## src/rtl/golden_nonce_fifo_pkg.sv

```systemverilog
// Shared nonce definitions used by the golden-nonce FIFO and the miner cores.
// Holds the nonce width, the miner idle value and the nonce adjust helper.
package golden_nonce_fifo_pkg;

   localparam int NONCE_W = 32;

   typedef logic [NONCE_W-1:0] nonce_t;

   // A miner parks its golden-nonce register at this value when it has no result.
   localparam nonce_t IDLE_NONCE = '0;

   function automatic nonce_t nonce_adjust(input nonce_t raw, input nonce_t adj);
      return raw + adj;
   endfunction

endpackage

```

## src/rtl/golden_nonce_fifo_nonce_ram.sv

```systemverilog
// DEPTH x NONCE_W storage for the golden-nonce FIFO: one synchronous write port
// and one registered read port, written so it maps onto block RAM.
module nonce_ram
   import golden_nonce_fifo_pkg::*;
#(
   parameter int DEPTH = 8
) (
   input  logic                     clk,
   input  logic                     wr_en_i,
   input  logic [$clog2(DEPTH)-1:0] wr_addr_i,
   input  nonce_t                   wr_data_i,
   input  logic [$clog2(DEPTH)-1:0] rd_addr_i,
   output nonce_t                   rd_data_o
);

   nonce_t mem_q [DEPTH];
   nonce_t rd_data_q;

   always_ff @(posedge clk) begin
      if (wr_en_i) begin
         mem_q[wr_addr_i] <= wr_data_i;
      end
   end

   // Read-during-write to the same address returns the old word; the FIFO
   // control bypasses that case itself.
   always_ff @(posedge clk) begin
      rd_data_q <= mem_q[rd_addr_i];
   end

   assign rd_data_o = rd_data_q;

endmodule

```

## src/rtl/golden_nonce_fifo.sv

```systemverilog
// Captures each new nonzero golden nonce from a miner core into a small
// first-word-fall-through FIFO with a sticky overflow flag.
module golden_nonce_fifo
   import golden_nonce_fifo_pkg::*;
#(
   parameter int     DEPTH     = 8,
   parameter nonce_t NONCE_ADJ = 32'd0
) (
   input  logic                   clk,
   input  logic                   reset,
   input  logic                   clear,
   input  nonce_t                 golden_nonce,
   input  logic                   rd_en,
   output nonce_t                 rd_data,
   output logic                   rd_valid,
   output logic [$clog2(DEPTH):0] count,
   output logic                   overflow
);

   localparam int AW = $clog2(DEPTH);
   localparam int CW = AW + 1;

   nonce_t          last_q, last_d;
   logic [AW-1:0]   rd_ptr_q, rd_ptr_d;
   logic [AW-1:0]   wr_ptr_q, wr_ptr_d;
   logic [CW-1:0]   count_q, count_d;
   logic            overflow_q, overflow_d;
   logic            bypass_q, bypass_d;
   nonce_t          bypass_data_q, bypass_data_d;

   logic            pop;
   logic            full;
   logic            changed;
   logic            capture;
   logic            push;
   logic            drop;
   logic            ram_wr_en;
   nonce_t          push_data;
   nonce_t          ram_rd_data;

   assign pop       = rd_en && (count_q != '0);
   assign full      = (count_q == CW'(DEPTH));
   assign changed   = (golden_nonce != last_q);
   assign capture   = changed && (golden_nonce != IDLE_NONCE);
   assign push      = capture && (!full || pop);
   assign drop      = capture && full && !pop;
   assign push_data = nonce_adjust(golden_nonce, NONCE_ADJ);

   always_comb begin
      last_d        = last_q;
      rd_ptr_d      = rd_ptr_q;
      wr_ptr_d      = wr_ptr_q;
      count_d       = count_q;
      overflow_d    = overflow_q;
      bypass_d      = 1'b0;
      bypass_data_d = bypass_data_q;
      ram_wr_en     = 1'b0;
      if (clear) begin
         last_d     = golden_nonce;
         rd_ptr_d   = '0;
         wr_ptr_d   = '0;
         count_d    = '0;
         overflow_d = 1'b0;
         bypass_d   = 1'b1;
      end else begin
         if (changed) begin
            last_d = golden_nonce;
         end
         if (pop) begin
            rd_ptr_d = rd_ptr_q + AW'(1);
         end
         if (push) begin
            ram_wr_en = reset;
            wr_ptr_d  = wr_ptr_q + AW'(1);
         end
         if (drop) begin
            overflow_d = 1'b1;
         end
         count_d = count_q + CW'(push) - CW'(pop);
         // The pushed word becomes the head; the RAM cannot show it yet.
         if (push && ((count_q - CW'(pop)) == '0)) begin
            bypass_d      = 1'b1;
            bypass_data_d = push_data;
         end
      end
   end

   always_ff @(posedge clk) begin
      if (!reset) begin
         last_q        <= IDLE_NONCE;
         rd_ptr_q      <= '0;
         wr_ptr_q      <= '0;
         count_q       <= '0;
         overflow_q    <= 1'b0;
         bypass_q      <= 1'b1;
         bypass_data_q <= '0;
      end else begin
         last_q        <= last_d;
         rd_ptr_q      <= rd_ptr_d;
         wr_ptr_q      <= wr_ptr_d;
         count_q       <= count_d;
         overflow_q    <= overflow_d;
         bypass_q      <= bypass_d;
         bypass_data_q <= bypass_data_d;
      end
   end

   nonce_ram #(
      .DEPTH(DEPTH)
   ) u_nonce_ram (
      .clk       (clk),
      .wr_en_i   (ram_wr_en),
      .wr_addr_i (wr_ptr_q),
      .wr_data_i (push_data),
      .rd_addr_i (rd_ptr_d),
      .rd_data_o (ram_rd_data)
   );

   assign rd_data  = bypass_q ? bypass_data_q : ram_rd_data;
   assign rd_valid = (count_q != '0);
   assign count    = count_q;
   assign overflow = overflow_q;

endmodule
```

## config.mk

```make
export PLATFORM = sky130hd
export DESIGN_NAME = golden_nonce_fifo
export DESIGN_NICKNAME = d
export VERILOG_FILES = /design/src/rtl/golden_nonce_fifo_pkg.sv /design/src/rtl/golden_nonce_fifo_nonce_ram.sv /design/src/rtl/golden_nonce_fifo.sv
export SDC_FILE = /design/constraint.sdc
export NUM_CORES = 1
export LEC_CHECK = 0
export ABC_AREA = 1
export CORE_MARGIN = 2
export CORE_UTILIZATION = 40
export CTS_BUF_LIST = sky130_fd_sc_hd__clkbuf_2
export CTS_CLUSTER_DIAMETER = 120
export DETAILED_ROUTE_END_ITERATION = 10
export GPL_TIMING_DRIVEN = 1
export PLACE_DENSITY = 0.54
export SKIP_CTS_REPAIR_TIMING = 1
export SLEW_MARGIN = 20
export SYNTH_ARGS = -nofsm -noshare
export SYNTH_HDL_FRONTEND = slang
export SYNTH_SLANG_ARGS = --single-unit
export TNS_END_PERCENT = 50
```

## constraint.sdc

```tcl
create_clock -name clk -period 11.6 [get_ports clk]
set_clock_uncertainty 0.15 [all_clocks]
set_input_delay 1.74 -clock clk [delete_from_list [all_inputs] [get_ports clk]]
set_output_delay 1.74 -clock clk [all_outputs]
set_load 0.05 [all_outputs]
```

Word-level counts from Yosys, hierarchy flattened
Memories as Yosys holds them, arrays and structs flattened. A register that Yosys moved wholly into a read port is not among the register bits. Cells that the tools add are included.

Memories: 1. Input bits: 36. Output and inout bits: 38. Bits in registers: 76. RAM bits: 256.

Multiplexer cells: 10. Equal/unequal tests: 2. Bitwise logic cells: 2. Add/subtract/negate cells: 5. Reductions and logical operators: 15.

Memory list: u_nonce_ram.mem_q (depth 8, bits a word 32, read ports 1, clocked after memory_dff 1, write ports 1, line golden_nonce_fifo_nonce_ram.sv:16) `nonce_t mem_q [DEPTH];`.

Operator list (number): $mux W32 (3); $ne A32 B32 Y1 (1); $reduce_bool A32 Y1 (1); $sub A4 B1 Y4 (2); $add A3 B1 Y3 const B (2); $logic_and A1 B1 Y1 (6); $mux W3 (2); $mux W1 (5); $add A4 B1 Y4 (1); $eq A4 B4 Y1 const B (1); $logic_not A4 Y1 (1); $reduce_bool A4 Y1 (1); $logic_not A1 Y1 (2); $not A1 Y1 (2); $reduce_and A2 Y1 (1); $reduce_bool A2 Y1 (1); $reduce_or A2 Y1 (1); $logic_or A1 B1 Y1 (1).

Depth between registers and ports, before layout
Gate-level depths: netlist of the first run.

Depth after elaboration: 8. Mapped depth: 18. Gate-level depth less buffers: 18.

Modules after synthesis
From an unflattened synthesis of the first run, not the netlist that was laid out.

Cells, all modules: 1677. Area, all modules: 15706.3 µm².

Modules (own cells, without submodules): nonce_ram (sequential area each 8328.0 µm², instances 1, cells each 1156, area an instance 11872.6 µm²); golden_nonce_fifo (sequential area each 1521.5 µm², instances 1, cells each 521, area an instance 3833.7 µm²).

Worst setup path before layout of the first run
No wires, ideal clock.

Kind: input port to flip-flop. Start: input port golden_nonce[21]. End: memory u_nonce_ram.mem_q[4][0] (netlist bit) (enable). Setup slack: 6.295 ns. Path buffers: 0. Stages: 12. Data arrival time: 4.693 ns. Cell sequence: inv_1 > nand2_1 > nand2_1 > nand2_1 > nor2_1 > nand2_1 > nor2_1 > nand2_1 > nand3_2 > inv_1 > nand2_1 > nor3_1.

Longest elaborated chain between the ends: 7.

Ends and longest elaborated chain: from (decl) (line golden_nonce_fifo.sv:12) `input nonce_t golden_nonce,`; $ne A32 B32 Y1 / $reduce_bool A32 Y1 (equally long branches) (line golden_nonce_fifo.sv:43, golden_nonce_fifo.sv:44); $logic_and A1 B1 Y1 (*) (line golden_nonce_fifo.sv:44) `assign capture = changed && (golden_nonce != IDLE_NONCE);`; $logic_and A1 B1 Y1 (*) (line golden_nonce_fifo.sv:45) `assign push = capture && (!full || pop);`; $mux W1 (*) (line golden_nonce_fifo.sv:72) `if (push) begin`; $mux W1 (*) (line golden_nonce_fifo.sv:58) `if (clear) begin`; $mux W1 (*) (line golden_nonce_fifo_nonce_ram.sv:20) `if (wr_en_i) begin`; $mux W1 (implied by the code) (*) (line golden_nonce_fifo_nonce_ram.sv:21) `mem_q[wr_addr_i] <= wr_data_i;`; to (decl) (line golden_nonce_fifo_nonce_ram.sv:16).

Mark *: on every way between the ends. The rest lies on a longest branch, timed or not.

Worst setup path in the final report of the first run
Start: register bypass_q. End: output port rd_data[20].

Longest elaborated chain between the ends: 1.

Ends and longest elaborated chain: from (decl) (line golden_nonce_fifo.sv:28) `logic bypass_q, bypass_d;`; from (signal assigned) (line golden_nonce_fifo.sv:103) `bypass_q <= bypass_d;`; $mux W32 (line golden_nonce_fifo.sv:119) `assign rd_data = bypass_q ? bypass_data_q : ram_rd_data;`; to (decl) (line golden_nonce_fifo.sv:14) `output nonce_t rd_data,`.

Every way passes these cells.

==> results of run 1 <==
[sequential cells by signal (all words and copies together), names as in the netlist]
register / count
overflow: 1
u_nonce_ram.rd_data_o: 32
bypass_q: 1
wr_ptr_q: 3
last_q: 32
rd_ptr_q: 3
bypass_data_q: 32
count: 4
u_nonce_ram.mem_q: 256
[stage by stage]
stage	instances	utilization	instance area (sq um)	worst slack [ns]	hold WS, ns
4_1_cts	2049	0.462	16900	6.41	0.340
5_1_grt	2051	0.462	16900	6.32	0.358
3_5_place_dp	1875	0.437	15900	5.89	0.318
6_report	2051	0.462	16900	6.50	0.338
2_1_floorplan	1385	-	14800	6.30	0.299
3_3_place_gp	1875	0.437	15900	5.95	0.308
[where the power goes]
group	leakage (nW)	internal, mW	switching, mW
Combinational	3.17	0.145	0.282
Sequential	3.21	1.44	0.0275
Clock	0.703	0.408	0.510
Total	7.09	2.00	0.820
[synth_stat cells (2+ instances only)]
cell type,n
sky130_fd_sc_hd__mux2_2,32
sky130_fd_sc_hd__a21oi_1,69
sky130_fd_sc_hd__o21ai_0,68
sky130_fd_sc_hd__buf_4,8
sky130_fd_sc_hd__xnor2_1,28
sky130_fd_sc_hd__inv_2,4
sky130_fd_sc_hd__nand2_1,213
sky130_fd_sc_hd__nand2_2,2
sky130_fd_sc_hd__nor3_1,4
sky130_fd_sc_hd__dfxtp_1,108
sky130_fd_sc_hd__buf_6,8
sky130_fd_sc_hd__ha_1,9
sky130_fd_sc_hd__o211ai_1,32
sky130_fd_sc_hd__buf_2,20
sky130_fd_sc_hd__nor2_1,129
sky130_fd_sc_hd__clkbuf_1,23
sky130_fd_sc_hd__xor2_1,2
sky130_fd_sc_hd__nand3_1,36
sky130_fd_sc_hd__edfxtp_1,256
sky130_fd_sc_hd__o21ai_1,97
sky130_fd_sc_hd__buf_1,8
sky130_fd_sc_hd__inv_1,210
sky130_fd_sc_hd__nand4_1,8
[per-layer routing]
metal	GRT usage	part of all wire	up-vias	routed length [um]
li1	-	-	4918	-
met1	0.236	0.46	4552	15500
met2	0.302	0.48	216	16500
met3	0.0373	0.044	45	1490
met4	0.0620	0.016	0	532
met5	0	0	-	0
[critical path: stages, from the launching register on]
cell and delay, ns:
sky130_fd_sc_hd__dfxtp_2 1.07, sky130_fd_sc_hd__mux2_2 0.36, sky130_fd_sc_hd__clkdlybuf4s50_1 0.81
[cell type report]
type,count,share of cell area
multi-input combinational,738,0.228
antenna,2,0.000297
sequential,364,0.584
tap,468,0.0347
timing repair buffer,90,0.0506
inverter,215,0.0479
clock buffer,151,0.0448
clock inverter,23,0.0103
[cells by family after synthesis]
| family | synth area share |
|---|---|
| buffers and inverters | 0.0802 |
| AO/OA/AOI/OAI | 0.0962 |
| multiplexers | 0.0243 |
| adder cells (fa/ha/maj) | 0.00895 |
| XOR/XNOR | 0.0177 |
| flip-flops | 0.664 |
| AND/OR/NAND/NOR | 0.108 |
[how the worst max path moves through the flow]
stage | start | endpoint | slack, ns | cells past startpoint
final | bypass_q | rd_data[20] | 6.50 | 2
after global routing | bypass_q | rd_data[20] | 6.32 | 2
after global placement | clear | u_nonce_ram.rd_data_o[28] | 5.95 | 11
after CTS | bypass_q | rd_data[20] | 6.41 | 2
after floorplan | golden_nonce[21] | u_nonce_ram.mem_q[4][0] | 6.30 | 12
after detailed placement | clear | u_nonce_ram.rd_data_o[28] | 5.89 | 11
==> results list, run 1 <==
* Commonest non-fill, non-tap cells in the layout: 256 x sky130_fd_sc_hd__edfxtp_1, 213 x sky130_fd_sc_hd__nand2_1, 210 x sky130_fd_sc_hd__inv_1, 151 x sky130_fd_sc_hd__clkbuf_2, 124 x sky130_fd_sc_hd__nor2_1
* Slew Limit Headroom: 0.263
* CTS H-tree depth: 3
- Along the worst path, the maximum fanout reaches 32.
- Area of the die: a little under 40000 sq um
* Area of the multi-input gates: 3850 sq um
* Number of antenna violations at the first check in global routing: 2
* Clock latency on the worst-skew pair: 0.99 ns
- The first global-routing pass estimated between 50000 and 60000 um of wire.
- Max IR drop VDD: approximately 0.000086 V
- Total routing usage reported by global routing: 0.181
* Number of routed nets with antenna violations: 0
* Area contributors post-synth: sky130_fd_sc_hd__edfxtp_1 52%, sky130_fd_sc_hd__dfxtp_1 15%, sky130_fd_sc_hd__nand2_1 5.4%, sky130_fd_sc_hd__inv_1 5.3%, sky130_fd_sc_hd__o21ai_1 3.3%
- The floorplan step set the die width to 197 um.
- The first detailed-routing pass ran for 5 iterations.
- Power density over the cells: around 170 nW/um^2
- Clock tree synthesis inserted a total of 94 buffers.
- In this run the mean area of a mapped cell was about 11 sq um.
- The worst hold path was traced through 2 stages.
* Die height: ~200 um
* Vias: between 9k and 10k
- For this run, the leading register cell type out of synthesis is sky130_fd_sc_hd__edfxtp_1.
- Worst-Margin Slew: between 1 and 1.5 ns
- Share of flip-flops with an asynchronous set or reset: 0
* Startpoint type of the worst setup path: register
- After floorplanning, the core was divided into 70 placement rows.
- Hold Crit Class: register to register
* Most common cell after layout, fill and taps aside: sky130_fd_sc_hd__edfxtp_1
- Total area of sequential cells: between 9000 and 10000 sq um
- TritonCTS Sinks: 364
* Fin nets: around 1.5k
* Hold path endpoint: bypass_data_q[9]
- Synthesis-to-layout area growth: 13.8%
* Post-route minimum period: between 5 and 6 ns
* Total nets after synthesis: ~1.4k
- Portion of synthesized cell area occupied by the leading cell type: 0.519
* Pin count of the biggest net entering global routing: 90
- The tree is rooted in a sky130_fd_sc_hd__clkbuf_2.
- Routed WL per cell: between 15 and 20 um
- Depth of the worst register-to-register path: 14
- Final sum of negative setup slack: 0 ns
* Most area-hungry cell type in the Yosys netlist: sky130_fd_sc_hd__edfxtp_1
* Count of input and output buffers: between 70 and 80
* Fraction of final layout cells sized beyond drive strength 1: 0.145
- Internal reg-to-reg setup slack: 7.51 ns
- Yosys printed 0 warnings.
- Fill cells in the final layout number between 3k and 4k.
- The first routing iteration left 594 violations.
- Of the available clock period, the critical path in the final layout requires 0.439.
- The total area inside the core boundary comes to 36500 sq um.
* Syn Std Cell Area: around 15000 sq um
* Post-detailed-route DRC marker count: 0
* Vias per cell: between 4 and 5
- Data on the critical path is required at its endpoint by 9.71 ns.
- Detailed placement ended at an HPWL of about 18000 um.
- Starting density of the core: 0.406
- EDFF count, synth: approximately 260
- Wires add up to 34000 um.
- Routability congestion estimate: 0.746
* Signal arrival time at the worst endpoint: 3.21 ns
- Global-route congestion overflow total: 0
- Category of the worst setup path capture point: output port
- The run finished with clean final reports.
* Worst reg2reg path endpoint: u_nonce_ram.rd_data_o[28]
- The worst register-to-register path begins at count[2].
- Final Hold Viols: 0
- Unrepaired setup endpoints after global routing: no
- FMAX: between 0.15 and 0.2 GHz
- After technology mapping, the gate count stands at roughly 1.4k.
- Share of the yosys chip area belonging to registers: 0.664
* Total of endpoints with negative setup slack in the final report: 0
- Max-capacitance violation count: 0
- After clock tree synthesis, the clock-pin slew on the worst setup and hold paths is 0.10 ns.
- The worst hold path begins at bypass_data_q[9].
* Vias in the first global route: 9478
* CTS tree: yes
- The synthesized design contains around 360 register bits.
- The design draws approximately 2.8 mW.
- Clk buf depth: 3
* Kind of critical path: register to output port
* LEAKAGE: approximately 7.1 nW
- Number of max-slew violations in the final report: 0
- In this run the count of I/O pins placed on the die edge is 74.
- Yosys mapped the design onto 34 distinct sky130hd cell types.
Power figures use the tool's default switching activity.
==> run 2: changes to the inputs <==
Settings changed: PLACE_DENSITY 0.54 to 0.56.
Clock period 11.6 ns to 4.6 ns, I/O delays scaled along.
==> results list, run 2 (synthesis gave the netlist of run 1 again) <==
- The class of the tightest hold or removal check was primary input to register (was register to register).
- Total routing usage reported by global routing: 0.177 (was 0.181)
* Dpl cell area: 16100 sq um (was 15900 sq um)
* Count of pins on the block boundary: 74 (unchanged)
- Number of buffers inserted during clock tree synthesis: 91 (was 94)
- Area of the die: 38600 sq um (unchanged)
- Clock tree root buffer cell: sky130_fd_sc_hd__clkbuf_2 (unchanged)
- Critical path data required time: 3.76 ns (was 9.71 ns)
- The headroom to the max-slew limit was 0.319 (was 0.263).
- Hold path endpoint: last_q[16] (was bypass_data_q[9])
- Max FO, Critical Path: 32 (unchanged)
- Routability congestion estimate: 0.780 (was 0.746)
- Clock latency on the worst-skew pair: 0.97 ns (was 0.99 ns)
- The clock sink count came to 364 (unchanged).
* Kind of critical path: register to output port (unchanged)
- Post-detailed-route DRC marker count: 0 (unchanged)
- Number of optimization iterations in the first detailed-route pass: 5 (unchanged)
- The final-layout worst hold slack was 0.307 ns (was 0.338 ns).
- Count of input and output buffers: 73 (unchanged)
- The area of the placeable core is 36500 sq um (unchanged).
- The largest net degree at the start of global routing came to 226 (was 90).
- The initial detailed-routing violation count was 508 (was 594).
- Routed WL per cell: 16.0 um (was 16.6 um)
- The clock tree from TritonCTS was yes (unchanged).
- Worst reg2reg path endpoint: u_nonce_ram.rd_data_o[31] (was u_nonce_ram.rd_data_o[28])
- The worst path arrival time was 3.08 ns (was 3.21 ns).
- Max-capacitance violation count: 0 (unchanged)
- The filler-free cell count of the finished design came to 2065 (was 2051).
* Flip-flop count of the largest register after layout: 256 (unchanged)
- The number of max-slew violations in the final report was 0 (unchanged).
- Outcome: complete, no violations (unchanged).
- The final number of setup-violating endpoints came to 0 (unchanged).
* Most common cell after layout, fill and taps aside: sky130_fd_sc_hd__edfxtp_1 (unchanged)
- Vias in the first global route: 9602 (was 9478)
- Global-route wire length before repair: 52200 um (was 53100 um)
- Vias: 9695 (was 9731)
- Dividing the final minimum period by the clock period gives 0.852.
- Hold Crit Start: golden_nonce[16] (was bypass_data_q[9])
- The worst IR drop on VDD is 0.000177 V (was 0.0000860 V).
* FMAX: between 0.2 and 0.3 GHz
* Post-Route WL: 33100 um (was 34000 um)
* Hold path cells: 4 (was 2)
* Number of rows created at floorplan: 70 (unchanged)
* Fraction of final layout cells sized beyond drive strength 1: 0.152 (was 0.145)
* Most flop-heavy register: u_nonce_ram.mem_q (unchanged)
- Clk buf depth: 3 (unchanged)
- Post-route minimum period: 3.92 ns
- Starting density of the core: 0.406 (unchanged)
- The post-route cell area came to 17000 sq um (was 16900 sq um).
* Category of the worst setup path capture point: output port (unchanged)
- Chip Width: 197 um (unchanged)
* Startpoint type of the worst setup path: register (unchanged)
- Die height: 197 um (unchanged)
* Power density over the cells: 411 nW/um^2 (was 167 nW/um^2)
- Total power: 6.97 mW (was 2.82 mW)
- The synthesis-to-layout area growth came to 14.5% (was 13.8%).
- The detailed-placement wirelength estimate is 19200 um (was 18400 um).
- The standby leakage power came to 7.15 nW (was 7.09 nW).
- Depth of the worst register-to-register path: 14 (unchanged)
- Vias per cell: 4.69 (was 4.74)
- CTS H-tree depth: 3 (unchanged)
- The remaining global-route overflow came to 0 (unchanged).
* Register clock-pin slew on the reported worst setup and hold paths: 0.08 ns (was 0.10 ns)
* Worst-Margin Slew: 1.02 ns (was 1.11 ns)
* Fin nets: 1564 (was 1549)
- Unrepaired setup endpoints after global routing: no (unchanged).
- Number of routed nets with antenna violations: 0 (unchanged)
- Internal reg-to-reg setup slack: 1.65 ns (was 7.51 ns)
- The number of antenna violations at the first check in global routing was 2 (unchanged).
- The final-report hold violation count came to 0 (unchanged).
- Setup slack at placement: 0.651 ns (was 5.89 ns)
- Layout fillers: 3475 (unchanged)
* Worst path setup slack after routing: 0.683 ns (was 6.50 ns)
* Cells after DPL: 1892 (was 1875)
- Commonest non-fill, non-tap cells in the layout: 256 x sky130_fd_sc_hd__edfxtp_1, 213 x sky130_fd_sc_hd__nand2_1, 210 x sky130_fd_sc_hd__inv_1, 147 x sky130_fd_sc_hd__clkbuf_2, 124 x sky130_fd_sc_hd__nor2_1 (was 256 x sky130_fd_sc_hd__edfxtp_1, 213 x sky130_fd_sc_hd__nand2_1, 210 x sky130_fd_sc_hd__inv_1, 151 x sky130_fd_sc_hd__clkbuf_2, 124 x sky130_fd_sc_hd__nor2_1)
- The reg-to-reg critical path startpoint is count[2] (unchanged).
## run 2: changes by cell type in the layout (fill, tap and decap cells not counted), sizes merged
cell / before / now
bufinv: 3 / 1
clkbuf: 151 / 147
diode: 2 / 3
dlygate4sd3: 0 / 1
inv: 214 / 216
clkinv: 19 / 18
buf: 18 / 35
## run 2: worst max-delay path by stage
stage / start / to / slack [ns] / cells past startpoint
after global routing: bypass_q / rd_data[23] / 0.46 / 2
after global placement: golden_nonce[27] / u_nonce_ram.mem_q[5][17] / 0.78 / 14
after CTS: bypass_q / rd_data[23] / 0.50 / 2
after floorplan: count[2] / u_nonce_ram.mem_q[4][0] / -0.13 / 9
after detailed placement: golden_nonce[27] / u_nonce_ram.mem_q[5][17] / 0.65 / 14
final: bypass_q / rd_data[23] / 0.68 / 2
## run 2: where the power goes
| group | switching [mW] | internal (mW) |
|---|---|---|
| Combinational | 0.713 | 0.377 |
| Clock | 1.28 | 0.898 |
| Sequential | 0.0646 | 3.64 |
## run 2: cell type report
cell class	count	area, sq um	share of cell area
inverter	215	808	0.0476
tap	468	586	0.0345
timing repair buffer	108	1020	0.0599
sequential	364	9850	0.580
antenna	3	7.51	0.000442
clock buffer	147	736	0.0434
multi-input combinational	738	3850	0.227
clock inverter	22	121	0.00715
## run 2: worst max-delay path, stage by stage, from the launching register on
cell	delay, ns
sky130_fd_sc_hd__dfxtp_2	1.01
sky130_fd_sc_hd__mux2_2	0.46
sky130_fd_sc_hd__clkdlybuf4s50_1	0.71
## run 2: per-stage QoR
step                      TNS, ns  utilization
final                           0        0.465
after global routing            0        0.465
after CTS                       0        0.464
after detailed placement        0        0.441
after global placement          0        0.441
after floorplan            -17.00            -
## run 2: metal layers
| metal | GRT usage | routed length, um | vias up |
|---|---|---|---|
| met5 | 0 | 0 | - |
| met4 | 0.0600 | 631 | 0 |
| met3 | 0.0397 | 1210 | 56 |
| met2 | 0.301 | 16100 | 176 |
| met1 | 0.223 | 15100 | 4514 |
| li1 | - | - | 4949 |
==> run 3: changes to the inputs <==
Settings changed: SETUP_SLACK_MARGIN set to 0.2.
==> results of run 3 <==
Same layout as run 2: the final DEF is identical, and so are final timing and power.
